===== config.mk =====
export PLATFORM = sky130hd
export DESIGN_NAME = pipe_control_unit
export DESIGN_NICKNAME = d
export VERILOG_FILES = /design/src/rtl/pipe_ctrl_pkg.sv /design/src/rtl/pipe_control_unit_ctrl_decoder.sv /design/src/rtl/pipe_control_unit.sv
export SDC_FILE = /design/constraint.sdc
export NUM_CORES = 1
export LEC_CHECK = 0
export BUFFER_PORTS_ARGS = -buffer_cell sky130_fd_sc_hd__buf_4
export CAP_MARGIN = 10
export CORE_MARGIN = 2
export CORE_UTILIZATION = 40
export CTS_BUF_LIST = sky130_fd_sc_hd__clkbuf_8
export DETAILED_ROUTE_END_ITERATION = 16
export PLACE_DENSITY = 0.66
export SETUP_SLACK_MARGIN = 0.05
export SLEW_MARGIN = 10
export SYNTH_ARGS = -nofsm -noshare
export SYNTH_HDL_FRONTEND = slang
export SYNTH_SLANG_ARGS = --single-unit

===== constraint.sdc =====
create_clock -name Clk -period 2.3 [get_ports Clk]
set_clock_uncertainty 0.1 [all_clocks]
set_input_delay 0.46 -clock Clk [delete_from_list [all_inputs] [get_ports Clk]]
set_output_delay 0.46 -clock Clk [all_outputs]
set_load 0.1 [all_outputs]

===== src/rtl/pipe_ctrl_pkg.sv =====
// Shared encodings for the pipeline control unit: opcode/func fields,
// ALUOp codes, M/WB control bit layout and next-address selector.
package pipe_ctrl_pkg;

  // Opcode field values
  localparam logic [5:0] OP_RTYPE  = 6'b000000;
  localparam logic [5:0] OP_REGIMM = 6'b000001;  // bgez / bltz, picked by Rt
  localparam logic [5:0] OP_J      = 6'b000010;
  localparam logic [5:0] OP_JAL    = 6'b000011;
  localparam logic [5:0] OP_BEQ    = 6'b000100;
  localparam logic [5:0] OP_BNE    = 6'b000101;
  localparam logic [5:0] OP_BLEZ   = 6'b000110;
  localparam logic [5:0] OP_BGTZ   = 6'b000111;
  localparam logic [5:0] OP_ADDI   = 6'b001000;
  localparam logic [5:0] OP_SLTI   = 6'b001010;
  localparam logic [5:0] OP_ANDI   = 6'b001100;
  localparam logic [5:0] OP_ORI    = 6'b001101;
  localparam logic [5:0] OP_XORI   = 6'b001110;
  localparam logic [5:0] OP_LB     = 6'b100000;
  localparam logic [5:0] OP_LH     = 6'b100001;
  localparam logic [5:0] OP_LW     = 6'b100011;
  localparam logic [5:0] OP_SB     = 6'b101000;
  localparam logic [5:0] OP_SH     = 6'b101001;
  localparam logic [5:0] OP_SW     = 6'b101011;

  // Func field values for R-type
  localparam logic [5:0] FN_SLL = 6'b000000;
  localparam logic [5:0] FN_SRL = 6'b000010;
  localparam logic [5:0] FN_JR  = 6'b001000;
  localparam logic [5:0] FN_MUL = 6'b011000;
  localparam logic [5:0] FN_ADD = 6'b100000;
  localparam logic [5:0] FN_SUB = 6'b100010;
  localparam logic [5:0] FN_AND = 6'b100100;
  localparam logic [5:0] FN_OR  = 6'b100101;
  localparam logic [5:0] FN_XOR = 6'b100110;
  localparam logic [5:0] FN_NOR = 6'b100111;
  localparam logic [5:0] FN_SLT = 6'b101010;

  // Rt selector for the REGIMM opcode
  localparam logic [4:0] RT_BLTZ = 5'd0;
  localparam logic [4:0] RT_BGEZ = 5'd1;

  // ALUOp encodings
  localparam logic [4:0] ALU_ADD  = 5'd0;
  localparam logic [4:0] ALU_ADDI = 5'd1;
  localparam logic [4:0] ALU_SUB  = 5'd2;
  localparam logic [4:0] ALU_MUL  = 5'd3;
  localparam logic [4:0] ALU_LW   = 5'd4;
  localparam logic [4:0] ALU_SW   = 5'd5;
  localparam logic [4:0] ALU_SB   = 5'd6;
  localparam logic [4:0] ALU_LH   = 5'd7;
  localparam logic [4:0] ALU_LB   = 5'd8;
  localparam logic [4:0] ALU_SH   = 5'd9;
  localparam logic [4:0] ALU_BGEZ = 5'd10;
  localparam logic [4:0] ALU_BEQ  = 5'd11;
  localparam logic [4:0] ALU_BNE  = 5'd12;
  localparam logic [4:0] ALU_BGTZ = 5'd13;
  localparam logic [4:0] ALU_BLEZ = 5'd14;
  localparam logic [4:0] ALU_BLTZ = 5'd15;
  localparam logic [4:0] ALU_J    = 5'd16;
  localparam logic [4:0] ALU_JR   = 5'd17;
  localparam logic [4:0] ALU_JAL  = 5'd18;
  localparam logic [4:0] ALU_AND  = 5'd19;
  localparam logic [4:0] ALU_ANDI = 5'd20;
  localparam logic [4:0] ALU_OR   = 5'd21;
  localparam logic [4:0] ALU_NOR  = 5'd22;
  localparam logic [4:0] ALU_XOR  = 5'd23;
  localparam logic [4:0] ALU_ORI  = 5'd24;
  localparam logic [4:0] ALU_XORI = 5'd25;
  localparam logic [4:0] ALU_SLL  = 5'd26;
  localparam logic [4:0] ALU_SRL  = 5'd27;
  localparam logic [4:0] ALU_SLT  = 5'd28;
  localparam logic [4:0] ALU_SLTI = 5'd29;

  // M control: bit 4 branch, bits 3:2 store size, bits 1:0 load size
  localparam int M_BRANCH_BIT = 4;
  localparam int M_STORE_HI   = 3;
  localparam int M_STORE_LO   = 2;
  localparam int M_LOAD_HI    = 1;
  localparam int M_LOAD_LO    = 0;

  localparam logic [4:0] M_NONE   = 5'b00000;
  localparam logic [4:0] M_LW     = 5'b00001;
  localparam logic [4:0] M_LB     = 5'b00010;
  localparam logic [4:0] M_LH     = 5'b00011;
  localparam logic [4:0] M_SW     = 5'b00100;
  localparam logic [4:0] M_SB     = 5'b01000;
  localparam logic [4:0] M_SH     = 5'b01100;
  localparam logic [4:0] M_BRANCH = 5'b10000;

  // WB control: bit 1 RegWrite, bit 0 MemtoReg
  localparam int WB_REGWRITE_BIT = 1;
  localparam int WB_MEMTOREG_BIT = 0;

  localparam logic [1:0] WB_NONE = 2'b00;
  localparam logic [1:0] WB_ALU  = 2'b10;
  localparam logic [1:0] WB_LOAD = 2'b11;

  // Next-address selector carried to EX
  typedef enum logic [1:0] {
    ADDCTL_SEQ  = 2'd0,
    ADDCTL_JR   = 2'd1,
    ADDCTL_JUMP = 2'd2
  } addctl_e;

  // Register number written by jal (return address)
  localparam logic [4:0] REG_RA = 5'd31;

endpackage


===== src/rtl/pipe_control_unit_ctrl_decoder.sv =====
// Combinational instruction decoder: maps the IF/ID opcode/func/Rt fields
// to ALUOp, EX/M/WB controls and destination register; flags undecodable
// instructions and forces their controls to zero.
module ctrl_decoder
  import pipe_ctrl_pkg::*;
#(
  parameter int ALUOP_W = 5,
  parameter int RA_W    = 5
) (
  input  logic [5:0]         op,
  input  logic [5:0]         func,
  input  logic [RA_W-1:0]    rt,
  input  logic [RA_W-1:0]    rd,
  output logic [ALUOP_W-1:0] alu_op,
  output logic               alu_src,
  output logic               reg_dst,
  output logic [RA_W-1:0]    dest,
  output logic [1:0]         add_ctl,
  output logic [4:0]         m,
  output logic [1:0]         wb,
  output logic               illegal
);

  logic [4:0] alu_code;
  logic       is_jal;

  // Main decode; every path starts from all-zero controls
  always_comb begin
    alu_code = ALU_ADD;
    alu_src  = 1'b0;
    reg_dst  = 1'b0;
    add_ctl  = ADDCTL_SEQ;
    m        = M_NONE;
    wb       = WB_NONE;
    illegal  = 1'b0;
    is_jal   = 1'b0;
    case (op)
      OP_RTYPE: begin
        reg_dst = 1'b1;
        wb      = WB_ALU;
        case (func)
          FN_ADD: alu_code = ALU_ADD;
          FN_SUB: alu_code = ALU_SUB;
          FN_MUL: alu_code = ALU_MUL;
          FN_AND: alu_code = ALU_AND;
          FN_OR:  alu_code = ALU_OR;
          FN_NOR: alu_code = ALU_NOR;
          FN_XOR: alu_code = ALU_XOR;
          FN_SLL: alu_code = ALU_SLL;
          FN_SRL: alu_code = ALU_SRL;
          FN_SLT: alu_code = ALU_SLT;
          FN_JR: begin
            // jr only redirects fetch; it writes no register
            alu_code = ALU_JR;
            reg_dst  = 1'b0;
            wb       = WB_NONE;
            m        = M_BRANCH;
            add_ctl  = ADDCTL_JR;
          end
          default: begin
            reg_dst = 1'b0;
            wb      = WB_NONE;
            illegal = 1'b1;
          end
        endcase
      end
      OP_REGIMM: begin
        if (5'(rt) == RT_BGEZ) begin
          alu_code = ALU_BGEZ;
          m        = M_BRANCH;
        end else if (5'(rt) == RT_BLTZ) begin
          alu_code = ALU_BLTZ;
          m        = M_BRANCH;
        end else begin
          illegal = 1'b1;
        end
      end
      OP_J: begin
        alu_code = ALU_J;
        m        = M_BRANCH;
        add_ctl  = ADDCTL_JUMP;
      end
      OP_JAL: begin
        alu_code = ALU_JAL;
        m        = M_BRANCH;
        add_ctl  = ADDCTL_JUMP;
        wb       = WB_ALU;
        is_jal   = 1'b1;
      end
      OP_BEQ:  begin alu_code = ALU_BEQ;  m = M_BRANCH; end
      OP_BNE:  begin alu_code = ALU_BNE;  m = M_BRANCH; end
      OP_BLEZ: begin alu_code = ALU_BLEZ; m = M_BRANCH; end
      OP_BGTZ: begin alu_code = ALU_BGTZ; m = M_BRANCH; end
      OP_ADDI: begin alu_code = ALU_ADDI; alu_src = 1'b1; wb = WB_ALU; end
      OP_SLTI: begin alu_code = ALU_SLTI; alu_src = 1'b1; wb = WB_ALU; end
      OP_ANDI: begin alu_code = ALU_ANDI; alu_src = 1'b1; wb = WB_ALU; end
      OP_ORI:  begin alu_code = ALU_ORI;  alu_src = 1'b1; wb = WB_ALU; end
      OP_XORI: begin alu_code = ALU_XORI; alu_src = 1'b1; wb = WB_ALU; end
      OP_LW:   begin alu_code = ALU_LW; alu_src = 1'b1; m = M_LW; wb = WB_LOAD; end
      OP_LB:   begin alu_code = ALU_LB; alu_src = 1'b1; m = M_LB; wb = WB_LOAD; end
      OP_LH:   begin alu_code = ALU_LH; alu_src = 1'b1; m = M_LH; wb = WB_LOAD; end
      OP_SW:   begin alu_code = ALU_SW; alu_src = 1'b1; m = M_SW; end
      OP_SB:   begin alu_code = ALU_SB; alu_src = 1'b1; m = M_SB; end
      OP_SH:   begin alu_code = ALU_SH; alu_src = 1'b1; m = M_SH; end
      default: illegal = 1'b1;
    endcase
  end

  // Destination select: jal links to r31, R-type writes Rd, others Rt
  always_comb begin
    if (illegal)      dest = '0;
    else if (is_jal)  dest = RA_W'(REG_RA);
    else if (reg_dst) dest = rd;
    else              dest = rt;
  end

  assign alu_op = ALUOP_W'(alu_code);

endmodule


===== src/rtl/pipe_control_unit.sv =====
// Pipeline control unit: decodes the IF/ID instruction, carries controls
// through ID/EX, EX/MEM and MEM/WB, detects load-use hazards and branch
// flushes, and counts stall and flush cycles with saturation.
module pipe_control_unit
  import pipe_ctrl_pkg::*;
#(
  parameter int ALUOP_W = 5,
  parameter int RA_W    = 5,
  parameter int CNT_W   = 16
) (
  input  logic               Clk,
  input  logic               Rst_n,
  input  logic [5:0]         Op,
  input  logic [5:0]         Func,
  input  logic [RA_W-1:0]    Rs,
  input  logic [RA_W-1:0]    Rt,
  input  logic [RA_W-1:0]    Rd,
  input  logic               BranchTaken,
  output logic [ALUOP_W-1:0] ALUOp_EX,
  output logic               ALUSrc_EX,
  output logic               RegDst_EX,
  output logic [RA_W-1:0]    Dest_EX,
  output logic [1:0]         AddCtl_EX,
  output logic [4:0]         M_MEM,
  output logic [1:0]         WB_WB,
  output logic               PCWrite,
  output logic               IFIDWrite,
  output logic               Flush,
  output logic               Illegal,
  output logic [CNT_W-1:0]   StallCnt,
  output logic [CNT_W-1:0]   FlushCnt
);

  logic [ALUOP_W-1:0] dec_alu_op;
  logic               dec_alu_src;
  logic               dec_reg_dst;
  logic [RA_W-1:0]    dec_dest;
  logic [1:0]         dec_add_ctl;
  logic [4:0]         dec_m;
  logic [1:0]         dec_wb;

  logic [ALUOP_W-1:0] id_ex_alu_op_reg;
  logic               id_ex_alu_src_reg;
  logic               id_ex_reg_dst_reg;
  logic [RA_W-1:0]    id_ex_dest_reg;
  logic [1:0]         id_ex_add_ctl_reg;
  logic [4:0]         id_ex_m_reg;
  logic [1:0]         id_ex_wb_reg;
  logic [4:0]         ex_mem_m_reg;
  logic [1:0]         ex_mem_wb_reg;
  logic [1:0]         mem_wb_wb_reg;
  logic [CNT_W-1:0]   stall_cnt_reg;
  logic [CNT_W-1:0]   flush_cnt_reg;

  logic load_use;
  logic stall;
  logic bubble;

  ctrl_decoder #(
    .ALUOP_W (ALUOP_W),
    .RA_W    (RA_W)
  ) u_decoder (
    .op      (Op),
    .func    (Func),
    .rt      (Rt),
    .rd      (Rd),
    .alu_op  (dec_alu_op),
    .alu_src (dec_alu_src),
    .reg_dst (dec_reg_dst),
    .dest    (dec_dest),
    .add_ctl (dec_add_ctl),
    .m       (dec_m),
    .wb      (dec_wb),
    .illegal (Illegal)
  );

  // A load in EX whose (non-zero) target is read by the IF/ID instruction.
  // The bubble it causes clears ID/EX, so the stall self-terminates after
  // one cycle. A taken branch discards the dependent instruction anyway,
  // so the flush overrides the stall.
  assign load_use = (id_ex_m_reg[M_LOAD_HI:M_LOAD_LO] != 2'b00) &&
                    (id_ex_dest_reg != '0) &&
                    ((id_ex_dest_reg == Rs) || (id_ex_dest_reg == Rt));
  assign stall    = load_use & ~BranchTaken;
  assign bubble   = stall | BranchTaken;

  // Reset clears ID/EX asynchronously, which already releases any stall;
  // Flush is gated so it stays low while reset is held.
  assign PCWrite   = ~stall;
  assign IFIDWrite = ~stall;
  assign Flush     = BranchTaken & Rst_n;

  // ID/EX: take decoded controls, or a zero bubble on stall/flush
  always_ff @(posedge Clk or negedge Rst_n) begin
    if (!Rst_n) begin
      id_ex_alu_op_reg  <= '0;
      id_ex_alu_src_reg <= 1'b0;
      id_ex_reg_dst_reg <= 1'b0;
      id_ex_dest_reg    <= '0;
      id_ex_add_ctl_reg <= '0;
      id_ex_m_reg       <= '0;
      id_ex_wb_reg      <= '0;
    end else if (bubble) begin
      id_ex_alu_op_reg  <= '0;
      id_ex_alu_src_reg <= 1'b0;
      id_ex_reg_dst_reg <= 1'b0;
      id_ex_dest_reg    <= '0;
      id_ex_add_ctl_reg <= '0;
      id_ex_m_reg       <= '0;
      id_ex_wb_reg      <= '0;
    end else begin
      id_ex_alu_op_reg  <= dec_alu_op;
      id_ex_alu_src_reg <= dec_alu_src;
      id_ex_reg_dst_reg <= dec_reg_dst;
      id_ex_dest_reg    <= dec_dest;
      id_ex_add_ctl_reg <= dec_add_ctl;
      id_ex_m_reg       <= dec_m;
      id_ex_wb_reg      <= dec_wb;
    end
  end

  // EX/MEM and MEM/WB advance unconditionally every cycle
  always_ff @(posedge Clk or negedge Rst_n) begin
    if (!Rst_n) begin
      ex_mem_m_reg  <= '0;
      ex_mem_wb_reg <= '0;
      mem_wb_wb_reg <= '0;
    end else begin
      ex_mem_m_reg  <= id_ex_m_reg;
      ex_mem_wb_reg <= id_ex_wb_reg;
      mem_wb_wb_reg <= ex_mem_wb_reg;
    end
  end

  // Saturating stall and flush event counters
  always_ff @(posedge Clk or negedge Rst_n) begin
    if (!Rst_n) begin
      stall_cnt_reg <= '0;
      flush_cnt_reg <= '0;
    end else begin
      if (stall && (stall_cnt_reg != '1))
        stall_cnt_reg <= stall_cnt_reg + 1'b1;
      if (BranchTaken && (flush_cnt_reg != '1))
        flush_cnt_reg <= flush_cnt_reg + 1'b1;
    end
  end

  assign ALUOp_EX  = id_ex_alu_op_reg;
  assign ALUSrc_EX = id_ex_alu_src_reg;
  assign RegDst_EX = id_ex_reg_dst_reg;
  assign Dest_EX   = id_ex_dest_reg;
  assign AddCtl_EX = id_ex_add_ctl_reg;
  assign M_MEM     = ex_mem_m_reg;
  assign WB_WB     = mem_wb_wb_reg;
  assign StallCnt  = stall_cnt_reg;
  assign FlushCnt  = flush_cnt_reg;

endmodule


==> results of run 1 <==
-- power by group through the flow --
stage                     combinational (mW)  sequential [mW]  clock (mW)
final                                   1.00             1.26       0.960
after CTS                              0.999             1.26       0.988
after global routing                    1.05             1.27        1.05
after detailed placement               0.985             1.28           0
after floorplan                        0.248             1.74           0
after global placement                 0.981             1.28           0
-- metal layers --
layer  up-vias  global-route usage
met5         -                   0
met4         0              0.0702
met3        15              0.0525
met2        80               0.299
met1      1436               0.238
li1       1466                   -
-- kinds of logic after synthesis --
group,synth area share
buffers and inverters,0.0355
AND/OR/NAND/NOR,0.238
AO/OA/AOI/OAI,0.123
XOR/XNOR,0.104
multiplexers,0.0336
flip-flops,0.458
adder cells (fa/ha/maj),0.00739
-- area by class of cell --
cell class                      instances  area (um2)
Fill cell                             733        3560
Multi-Input combinational cell        262        1800
Sequential cell                        62        1610
Timing Repair Buffer                  114         897
Clock buffer                           11         151
Tap cell                              105         131
Clock inverter                          5        50.0
Inverter                                5        18.8
-- worst register-to-register path: cells and delay by family, from the launching register on --
kind | cells | cell delay (ns)
AND/OR/NAND/NOR | 1 | 0.13
XOR/XNOR | 1 | 0.18
flip-flops | 1 | 0.51
buffers and inverters | 2 | 0.39
AO/OA/AOI/OAI | 3 | 0.95
-- through the flow --
stage                     hold slack [ns]  total power, mW  std cells  utilization  TNS (ns)
after detailed placement            0.236             2.27        544        0.527    -0.187
final                               0.203             3.22        564        0.566    -0.527
after floorplan                    0.0644             1.99        348            -    -0.315
after global placement              0.232             2.26        544        0.527   -0.0637
after global routing                0.257             3.38        564        0.566     -3.15
after CTS                           0.219             3.25        563        0.560    -0.445
-- layout by cell type (no fill, tap or decap), types with 3 or more instances in the layout --
master and n:
buf_4 110, dfrtp_2 31, nand2_1 28, xnor2_1 27, dfrtp_1 26, nor2_1 24, nand3_1 20, a21oi_1 13
nor3_1 12, nand4_1 12, clkbuf_8 11, nor4_1 8, and3_1 8, mux2i_1 8, inv_1 7, o21ai_0 7
xor2_1 7, nor2b_1 6, xnor2_2 6, dfrtp_4 5, nand2b_1 5, a31oi_1 5, a211oi_1 5, and2_1 4
or3_1 3, nand4b_1 3, a21o_1 3, o22ai_1 3, mux2_2 3, buf_12 3
-- worst paths after layout --
path | endpoint | slack, ns | cells past startpoint
hold reg to reg | WB_WB[0] | 0.25 | 0
max in group asynchronous | Dest_EX[4] | 1.30 | 2
min in group Clk | WB_WB[0] | 0.25 | 0
hold / removal | FlushCnt[10] | 0.20 | 2
setup reg to reg | id_ex_wb_reg[1] | -0.07 | 7
setup / recovery | PCWrite | -0.17 | 5
-- repair_timing --
item | in CTS | in global routing
setup endpoints to repair | 7 | 20
pin swaps | 2 | 6
buffers inserted | 3 | 1
resized for setup | 12 | 8
==> results.json, run 1 <==
{
  "synth_ff_type": "dfrtp_1",
  "hold_violations": 0,
  "vdd.ir_drop.worst_mv": 0.313,
  "cts-buffers-inserted": 9,
  "leakagePower_nw": 2.06,
  "worstSetupStartpointType": "flip-flop",
  "slew_viol_final": 0,
  "track_usage": 0.186,
  "ys_top_cells_by_area": "dfrtp_1, xnor2_1, nand2_1",
  "die_y_um": 96.0,
  "cts_sinks": 62,
  "avgSynthCellArea_um2": 9.73,
  "routed_wl_mm": 8.36,
  "critPathLaunch": "Dest_EX[2]",
  "relSlewSlack": 0.395,
  "cts-root-buf": "clkbuf_8",
  "nets": 486,
  "synthesis.area_um2": 3380,
  "synth_cell_types": 55,
  "grt_pass1_wl_mm": 13.2,
  "slowest_delay_ns": 0.51,
  "antennaDiodeCount": 0,
  "synth-edff-count": 0,
  "vias": 2997,
  "yosysTopAreaCell": "dfrtp_1",
  "drt-met1-wl_mm": 3.49,
  "crit_family": "flip-flops",
  "clock_power_share": 0.298,
  "dieArea_um2": 9210,
  "clock.fmax_mhz": 405,
  "ios": 87,
  "num_rows": 33,
  "avgViaCountPerCell": 5.31,
  "synth-seq-area-share": 0.458,
  "internal_power_mw": 2.00,
  "path_buf_inv": 1,
  "hold_class": "in2async",
  "pre_cts_ws_ns": -0.0509,
  "p_per_area_nw_per_um2": 693,
  "cts_tree": "built",
  "end_kind": "primary output",
  "path_cells": "xnor2_1 -> nand3_1 -> o22a_1 -> or3_4 -> buf_12",
  "path_clk_slew_ns": 0.07,
  "violations": "negative setup slack",
  "htree_levels": 3,
  "syn_to_final_growth_pct": 37.5,
  "crit_fanout": 4,
  "insertion_delay_ns": 0.34,
  "synthesis.nets": 380,
  "power.switching_mw": 1.23,
  "p_seq_frac": 0.391,
  "worstMarginPinSlew_ns": 0.906,
  "critical_path_class": "reg2out",
  "drc": 0,
  "netlist_top_cells_count": "dfrtp_1, xnor2_1, nand2_1",
  "drt_first_pass_iters": 4,
  "drt_iter0_drc": 90,
  "slowest_stage": "dfrtp_4",
  "max_cap_viol_count": 0,
  "grt_setup_unrepaired": "yes",
  "synth_top_area_share": 0.458,
  "grt-ovfl-total": 0,
  "numPortBuffers": 86,
  "ys_seq_elements": 62,
  "antenna_found_initial": 0,
  "period_needed_ns": 2.47,
  "core_region_area_um2": 8220,
  "ant_nets": 0,
  "crit_required_ns": 1.74,
  "setup_ws_ns": -0.169,
  "placed_cell_area_um2": 4330,
  "syn_inst": 348,
  "synthArstFlopShare": 1.00,
  "die_w_um": 96.0,
  "status": "finished with violations",
  "grt_start_max_net_pins": 63,
  "arrival_ns": 1.91,
  "clock_path_buffers": 2,
  "p_comb_frac": 0.311,
  "gp_congestion": 0.851,
  "yosysMostFrequentCell": "dfrtp_1",
  "netSwitchingFraction": 0.380,
  "post-route-period-util": 1.07,
  "grt_pass1_vias": 2839,
  "route.met2.wl_mm": 4.28,
  "top_layer_used": "met4",
  "drive_gt1_frac": 0.401,
  "ys_warn_count": 0,
  "routedWlPerCell_um": 14.8,
  "r2r_start": "Dest_EX[2]",
  "cts_hold_buf": 0,
  "finalSetupViolCount": 6,
  "initial_core_util": 0.412,
  "final_area_um2": 4650,
  "hpwl_mm": 6.17,
  "met3_length_um": 476
}
(Power assumes the default switching activity.)
==> inputs of run 2 (changes only) <==
CELL_PAD_IN_SITES_DETAIL_PLACEMENT = 1   (was default)
CELL_PAD_IN_SITES_GLOBAL_PLACEMENT = 1   (was default)
PLACE_DENSITY = 0.83   (was 0.66)
RECOVER_POWER = 25   (was default)
==> run 2 against run 1 <==
The flow finishes with violations (max-capacitance violations, max-slew violations, negative setup slack). Flip-flop and latch count unchanged. Register-to-register slack better by 0.09 ns. Cell count is 0.35% higher. Sequential share of layout area down 0.82 points. Setup slack worse by 0.12 ns. Sequential power hardly changed. Largest power group unchanged. Maximum frequency fell by 4.6%. Core utilization rose by 1.4 points. Global-route usage up 7.2 points. Clock power grew 12%. Worst hold slack better by 0.047 ns. Critical path type unchanged.
==> results.json, run 2 (synthesized netlist as in run 1, its figures left out) <==
{
  "status": "finished with violations",
  "violations": "max-capacitance violations, max-slew violations, negative setup slack",
  "drt_first_pass_iters": 4,
  "setup_ws_ns": -0.288,
  "final_cell_mix": "buf_4, dfrtp_2, nand2_1",
  "grt_pass1_wl_mm": 18.0,
  "gp_congestion": 0.890,
  "power.switching_mw": 1.33,
  "slew_viol_final": 63,
  "htree_levels": 3,
  "critical_path_class": "reg2out",
  "cts-buffers-inserted": 9,
  "clock_power_share": 0.317,
  "relSlewSlack": -0.0284,
  "grt_setup_unrepaired": "yes",
  "path_clk_slew_ns": 0.07,
  "nets": 488,
  "finalSetupViolCount": 2,
  "numPortBuffers": 86,
  "routed_wl_mm": 12.0,
  "worstSetupStartpointType": "flip-flop",
  "routedWlPerCell_um": 21.3,
  "leakagePower_nw": 2.12,
  "dieArea_um2": 9210,
  "slowest_delay_ns": 0.52,
  "cts_sinks": 62,
  "initial_core_util": 0.412,
  "grt-ovfl-total": 0,
  "drc": 0,
  "arrival_ns": 2.03,
  "num_rows": 33,
  "ios": 87,
  "hold_violations": 0,
  "final_common_cell": "buf_4",
  "ant_nets": 0,
  "end_kind": "primary output",
  "hpwl_mm": 7.65,
  "antenna_found_initial": 0,
  "grt_pass1_vias": 3441,
  "antennaDiodeCount": 0,
  "vdd.ir_drop.worst_mv": 0.393,
  "clock_path_buffers": 2,
  "cts-root-buf": "clkbuf_8",
  "clock.fmax_mhz": 386,
  "crit_fanout": 4,
  "p_comb_frac": 0.310,
  "pre_cts_ws_ns": -0.0394,
  "drive_gt1_frac": 0.432,
  "post-route-period-util": 1.13,
  "slowest_stage": "dfrtp_4",
  "max_cap_viol_count": 1,
  "core_region_area_um2": 8220,
  "internal_power_mw": 2.08,
  "grt_start_max_net_pins": 63,
  "avgViaCountPerCell": 5.89,
  "netSwitchingFraction": 0.389,
  "timing.hold.ws_ns": 0.250,
  "period_needed_ns": 2.59,
  "worstMarginPinSlew_ns": 1.54,
  "drt_iter0_drc": 140,
  "cts_hold_buf": 0,
  "die_w_um": 96.0,
  "hold_class": "reg2reg",
  "p_per_area_nw_per_um2": 716,
  "track_usage": 0.259,
  "vias": 3333,
  "crit_family": "flip-flops",
  "path_cells": "xnor2_2 -> nand3_2 -> o22a_1 -> or3_4 -> buf_12",
  "syn_to_final_growth_pct": 40.9,
  "path_buf_inv": 1,
  "crit_required_ns": 1.74,
  "tns_ns": -0.576,
  "insertion_delay_ns": 0.35,
  "die_y_um": 96.0,
  "p_total_mw": 3.41,
  "cts_tree": "built",
  "p_seq_frac": 0.373
}
## run 2: cell count changes in the layout (fill, tap and decap cells not counted), sizes merged
cell,before,now
clkinv,1,2
bufinv,1,2
clkbuf,11,12
clkinvlp,1,0
## run 2: final timing paths
| kind | depth (start not counted) | end | slack (ns) | startpoint |
|---|---|---|---|---|
| min in group asynchronous | 2 | FlushCnt[14] | 0.55 | Rst_n |
| setup reg to reg | 6 | StallCnt[1] | 0.02 | Dest_EX[1] |
| hold / removal | 0 | M_MEM[3] | 0.25 | id_ex_m_reg[3] |
| hold reg to reg | 0 | M_MEM[3] | 0.25 | id_ex_m_reg[3] |
| max in group asynchronous | 2 | Dest_EX[4] | 0.43 | Rst_n |
| setup / recovery | 5 | IFIDWrite | -0.29 | Dest_EX[2] |
## run 2: per-stage QoR
stage	cell area [um2]	util	cells
3_3_place_gp	4330	0.527	544
6_report	4770	0.580	566
2_1_floorplan	3490	-	348
4_1_cts	4660	0.567	564
5_1_grt	4770	0.580	566
3_5_place_dp	4330	0.527	544
## run 2: layout make-up
cell class              count  area [um2]
repair buffers            116         906
clock inverters             6        77.6
clock buffers              10         138
fillers                   938        3450
inverters                   5        18.8
flip-flops and latches     62        1610
multi-input cells         262        1890
well taps                 105         131
## run 2: timing repair
action / in CTS / in global routing
resized for setup: 17 / 20
setup endpoints to repair: 4 / 7
pin swaps: 3 / 6
buffers inserted: 4 / 2
## run 2: routing by layer
metal,vias up,wire length (um),track usage
met3,43,589,0.0493
li1,1476,-,-
met5,-,0,0
met4,0,476,0.130
met1,1672,4620,0.301
met2,142,6350,0.452
## run 2: power by group through the flow
stage / Clock [mW] / Sequential [mW] / Combinational [mW]
CTS: 1.07 / 1.27 / 1.02
detailed placement: 0 / 1.29 / 0.996
global placement: 0 / 1.28 / 0.974
global route: 1.12 / 1.29 / 1.10
finish: 1.08 / 1.27 / 1.06
floorplan: 0 / 1.74 / 0.248
## run 2: worst reg2reg max path, stage by stage (launching register included)
cell and delay (ns):
dfrtp_4 0.51, or4_1 0.57, o22ai_2 0.18, buf_4 0.20, nor2_1 0.08, nand3b_1 0.17
mux2_2 0.35
